==> src/rtl/alu_mode_controller_pkg.sv <==
// Shared definitions for the pushbutton-driven AND/ADD mode controller.
package alu_mode_controller_pkg;

  localparam int DATA_WIDTH = 4;

  typedef enum logic [1:0] {
    MODE_IDLE = 2'b00,
    MODE_AND  = 2'b01,
    MODE_ADD  = 2'b10
  } mode_e;

endpackage

==> src/rtl/alu_mode_controller_button_debouncer.sv <==
// Two-flop synchronizer plus counter-based debouncer for one raw pushbutton,
// emitting a single-cycle pulse when an accepted press (0->1) occurs.
module button_debouncer #(
  parameter int DEBOUNCE_CYCLES = 4,
  parameter int CNT_WIDTH       = 20
) (
  input  logic clk,
  input  logic reset,
  input  logic raw,
  output logic level,
  output logic press_pulse
);
  import alu_mode_controller_pkg::*;

  localparam logic [CNT_WIDTH-1:0] CNT_LAST = CNT_WIDTH'(DEBOUNCE_CYCLES - 1);

  logic                 meta_q;
  logic                 sync_q;
  logic                 prev_q;
  logic                 level_q, level_d;
  logic                 pulse_q, pulse_d;
  logic [CNT_WIDTH-1:0] cnt_q, cnt_d;

  // The counter only advances while the synchronized level both disagrees
  // with the accepted level and has not moved since the previous cycle.
  always_comb begin
    cnt_d   = '0;
    level_d = level_q;
    pulse_d = 1'b0;
    if ((sync_q != level_q) && (sync_q == prev_q)) begin
      if (cnt_q == CNT_LAST) begin
        level_d = sync_q;
        pulse_d = sync_q;
      end else begin
        cnt_d = cnt_q + CNT_WIDTH'(1);
      end
    end
  end

  always_ff @(posedge clk or posedge reset) begin
    if (reset) begin
      meta_q  <= 1'b0;
      sync_q  <= 1'b0;
      prev_q  <= 1'b0;
      level_q <= 1'b0;
      pulse_q <= 1'b0;
      cnt_q   <= '0;
    end else begin
      meta_q  <= raw;
      sync_q  <= meta_q;
      prev_q  <= sync_q;
      level_q <= level_d;
      pulse_q <= pulse_d;
      cnt_q   <= cnt_d;
    end
  end

  assign level       = level_q;
  assign press_pulse = pulse_q;

endmodule

==> src/rtl/alu_mode_controller.sv <==
// Latches AND/ADD mode from debounced pushbutton presses and registers the
// selected 4-bit result with carry and valid flags.
module alu_mode_controller
  import alu_mode_controller_pkg::*;
#(
  parameter int DEBOUNCE_CYCLES = 4,
  parameter int CNT_WIDTH       = 20
) (
  input  logic                  clk,
  input  logic                  reset,
  input  logic                  left_pushbutton,
  input  logic                  right_pushbutton,
  input  logic [DATA_WIDTH-1:0] A,
  input  logic [DATA_WIDTH-1:0] B,
  output logic [DATA_WIDTH-1:0] out,
  output logic                  carry,
  output logic [1:0]            mode,
  output logic                  out_valid
);

  logic left_press, right_press;
  logic left_level_unused, right_level_unused;

  button_debouncer #(
    .DEBOUNCE_CYCLES(DEBOUNCE_CYCLES),
    .CNT_WIDTH      (CNT_WIDTH)
  ) u_left_db (
    .clk        (clk),
    .reset      (reset),
    .raw        (left_pushbutton),
    .level      (left_level_unused),
    .press_pulse(left_press)
  );

  button_debouncer #(
    .DEBOUNCE_CYCLES(DEBOUNCE_CYCLES),
    .CNT_WIDTH      (CNT_WIDTH)
  ) u_right_db (
    .clk        (clk),
    .reset      (reset),
    .raw        (right_pushbutton),
    .level      (right_level_unused),
    .press_pulse(right_press)
  );

  mode_e                 mode_q, mode_d;
  logic [DATA_WIDTH-1:0] out_q, out_d;
  logic                  carry_q, carry_d;
  logic                  valid_q, valid_d;
  logic [DATA_WIDTH:0]   sum;

  // Simultaneous presses cancel out and leave the mode untouched.
  always_comb begin
    mode_d = mode_q;
    if (left_press && !right_press) begin
      mode_d = MODE_AND;
    end else if (right_press && !left_press) begin
      mode_d = MODE_ADD;
    end
  end

  assign sum = {1'b0, A} + {1'b0, B};

  always_comb begin
    out_d   = '0;
    carry_d = 1'b0;
    valid_d = (mode_q != MODE_IDLE);
    case (mode_q)
      MODE_AND: out_d = A & B;
      MODE_ADD: {carry_d, out_d} = sum;
      default:  ;
    endcase
  end

  always_ff @(posedge clk or posedge reset) begin
    if (reset) begin
      mode_q  <= MODE_IDLE;
      out_q   <= '0;
      carry_q <= 1'b0;
      valid_q <= 1'b0;
    end else begin
      mode_q  <= mode_d;
      out_q   <= out_d;
      carry_q <= carry_d;
      valid_q <= valid_d;
    end
  end

  assign mode      = mode_q;
  assign out       = out_q;
  assign carry     = carry_q;
  assign out_valid = valid_q;

endmodule

==> config.mk <==
export PLATFORM = sky130hd
export DESIGN_NAME = alu_mode_controller
export DESIGN_NICKNAME = d
export VERILOG_FILES = /design/src/rtl/alu_mode_controller_pkg.sv /design/src/rtl/alu_mode_controller_button_debouncer.sv /design/src/rtl/alu_mode_controller.sv
export SDC_FILE = /design/constraint.sdc
export NUM_CORES = 1
export LEC_CHECK = 0
export BUFFER_PORTS_ARGS = -buffer_cell sky130_fd_sc_hd__buf_2
export CORE_UTILIZATION = 30
export CTS_CLUSTER_SIZE = 20
export DETAILED_ROUTE_END_ITERATION = 8
export GPL_ROUTABILITY_DRIVEN = 0
export SETUP_SLACK_MARGIN = 0.5
export SLEW_MARGIN = 20
export SYNTH_ARGS = -nofsm -noshare
export SYNTH_HDL_FRONTEND = slang
export SYNTH_SLANG_ARGS = --single-unit
==> constraint.sdc <==
create_clock -name clk -period 2.1 [get_ports clk]
set_input_delay 0.21 -clock clk [delete_from_list [all_inputs] [get_ports clk]]
set_output_delay 0.21 -clock clk [all_outputs]
set_load 0.03 [all_outputs]
==> flow_metrics.tcl <==
set metrics [dict create \
    syn_nets 297 \
    clk_pin_slew_ns 0.07 \
    rsz0062_at_grt "true" \
    routed_wl_um 6331 \
    worst_pin_slew_ns 0.6613 \
    numPortBuffers 19 \
    fin_cells 458 \
    syn_area_mm2 0.002831 \
    r2r-end "u_left_db.cnt_q[19]" \
    p_leak_nw 1.651 \
    ys_ff_latch 58 \
    cp-start-kind "flop" \
    drv_cap 0 \
    final_common_cell "dfrtp_1" \
    final_cell_mix "50 x dfrtp_1, 32 x buf_4, 23 x nor2_1, 19 x buf_2, 15 x xor2_1" \
    clkLatencyLatePin_ns 0.34 \
    die_h_um 99.15 \
    hold_viol_final 0 \
    synth_top_family_by_area "simple AND/OR/NAND/NOR gates" \
    r2r-start "u_left_db.cnt_q[9]" \
    fp.coreArea_mm2 0.009196 \
    htreeDepth 3 \
    grt_usage_pct 13.55 \
    root_buffer "clkbuf_8" \
    num_vias 2308 \
    clock_sinks 58 \
    area_delta_synth_final_pct 39.37 \
    fin_tns_setup_ns 0 \
    nNetsFinal 365 \
    row_count 35 \
    route.detailed.drc 0 \
    fin_crit_ns 1.795 \
    utilization_pct 42.91 \
    setup_viol 0 \
    multi_input_area_mm2 0.001607 \
    synthCells 274 \
    ant_nets 0 \
    antenna_found_initial 0 \
    maxSlewViolCount 0 \
    cts_tree "done" \
    drtIter0Drc 92 \
    layout.area.seq_mm2 0.001461 \
    grt_overflow_total 0 \
    worstHoldEndpoint "out[0]" \
    regToRegSetupSlack_ns 0.30 \
    clock_skew_ns 0.01171 \
    grt_pass1_vias 2302 \
    cts_buffers 9 \
    timing.fmax_ghz 0.5570 \
    grt_max_degree 30 \
    die_w_um 99.15 \
    drt_pass1_iterations 6 \
    routedWlPerCell_um 13.82 \
    rr_worst_depth 4 \
    synth-compound-area-share_pct 7.689 \
    grt_pass1_wl_um 10360 \
    cp_max_fo 6 \
    critPathArrivalTime_ns 2.06 \
    yosysSeqAreaShare_pct 51.26 \
    power_density_mw_per_mm2 628.5 \
    viasPerCell 5.039 \
    fillerInstances 862 \
    synth.avg_cell_area_um2 10.33 \
    synth-adder-area-share_pct 5.126 \
    place_inst 402 \
    status "finished clean" \
    holdPathStages 4 \
    dp_hpwl_um 3722 \
    synthMuxAreaShare_pct 1.105 \
    synth-simple-area-share_pct 23.51 \
    cp.required_ns 2.37 \
    min_period_over_period_pct 85.49 \
    max-vdd-ir-drop_uv 303.2 \
    ios 20 \
    die-area_mm2 0.009831 \
    synth_xor_area_share_pct 8.661 \
    drive_gt1_share_pct 38.33 \
    slew_headroom_pct 55.82 \
    start_util_pct 30.79 \
    n_antenna_cell 0 \
    crit_type "flop to flop" \
    end_kind "flop" \
    hold_class "primary input to flop" \
    yosys_warnings 0 \
    cts_max_path_buffers 2 \
    synthDistinctLibCells 42 \
    hp-start "B[0]" \
]
cell usage after synthesis, drive strengths merged:
cell,n,area [µm²]
nand2,9,33.78
and3,4,25.02
o21ai,10,50.04
nor2b,4,25.02
a21oi,11,58.81
ha,10,125.1
dfrtp,58,1451
nor2,35,131.4
fa,1,20.02
nor3,9,45.04
inv,12,45.04
buf,3,15.01
a2111oi,1,8.760
nand3,15,87.59
or3,6,37.54
nand3b,1,7.510
o22a,1,8.760
xnor2,13,113.9
and4b,1,10.01
nand4,13,87.58
o22ai,1,6.260
nand2b,2,12.51
mux2,1,11.26
nor4b,1,8.760
a22oi,3,22.52
and2,1,6.260
o211ai,3,22.52
mux2i,2,20.02
or4,5,45.04
xor2,15,131.4
a21o,2,15.01
nor4,7,43.79
or2,1,6.260
a31o,2,17.52
and4,6,52.55
o31ai,1,7.510
clkbuf,4,15.01
kinds of logic after synthesis:
family,count (synthesis)
muxes,3
AOI/OAI and AO/OA,35
xor gates and xnor gates,28
DFF,58
buffers and inverters,19
and+or+nand+nor,120
adders and majority gates,11
state kept, by name, summed over array words and instances, names as in the netlist:
register                flops
u_left_db.cnt_q            20
u_right_db.cnt_q           20
out                         4
mode                        2
carry                       1
out_valid                   1
u_left_db.level             1
u_left_db.meta_q            1
u_left_db.press_pulse       1
u_left_db.prev_q            1
u_left_db.sync_q            1
u_right_db.level            1
u_right_db.meta_q           1
u_right_db.press_pulse      1
u_right_db.prev_q           1
u_right_db.sync_q           1
stage by stage:
| step | area, µm² | hold WS (ns) | power (W) | worst slack, ns |
|---|---|---|---|---|
| after floorplan | 2874 | 0.2414 | 0.001248 | 0.3634 |
| after global placement | 3114 | 0.3179 | 0.001286 | 0.2997 |
| after detailed placement | 3114 | 0.3198 | 0.001288 | 0.2478 |
| after CTS | 3660 | 0.2861 | 0.002505 | 0.3468 |
| after global routing | 3946 | 0.2865 | 0.002584 | 0.2390 |
| final | 3946 | 0.2975 | 0.002480 | 0.3046 |
per-layer routing:
metal | vias up | track usage (%) | share of wire, %
met4 | 0 | 7.692 | 1.9
li1 | 1125 | - | -
met5 | - | 0 | 0
met2 | 41 | 22.22 | 49
met1 | 1131 | 16.62 | 47
met3 | 11 | 2.952 | 2.7
worst max path at each step:
stage / slack (ns) / startpoint / to / cells after the start
4_1_cts: 0.35 / u_left_db.cnt_q[0] / u_left_db.cnt_q[19] / 5
3_5_place_dp: 0.25 / u_left_db.cnt_q[7] / u_left_db.cnt_q[19] / 4
5_1_grt: 0.24 / u_left_db.cnt_q[9] / u_left_db.cnt_q[19] / 4
2_1_floorplan: 0.36 / u_left_db.cnt_q[0] / u_left_db.cnt_q[18] / 5
3_3_place_gp: 0.30 / u_left_db.cnt_q[7] / u_left_db.cnt_q[19] / 4
6_report: 0.30 / u_left_db.cnt_q[9] / u_left_db.cnt_q[19] / 4
what timing repair did:
action	CTS	global route
buffers inserted	21	13
pin swaps	12	21
endpoints found under the setup margin	42	44
gates cloned	2	1
resized for setup	23	41
hold buffers	3	0
endpoints found under the hold margin	29	0
where the power goes:
part	internal [W]	leakage [nW]	switching, W
logic	0.0000661	0.765	0.0000913
registers	0.00113	0.770	0.0000106
clock network	0.000734	0.117	0.000447
total	0.00193	1.65	0.000549
critical path, stage by stage, from the launching register on:
cell     delay (ns)
dfrtp_1        0.44
nand4_4        0.17
or4_4          0.55
or4_4          0.43
a21oi_2        0.14
layout make-up:
type / instances / area share [%]
Tap cell: 111 / 3.519
Sequential cell: 58 / 37.03
Multi-Input combinational cell: 200 / 40.71
Timing Repair Buffer: 61 / 11.70
Inverter: 12 / 1.237
Clock inverter: 4 / 1.871
Clock buffer: 12 / 3.932
Power figures use the tool's default switching activity.
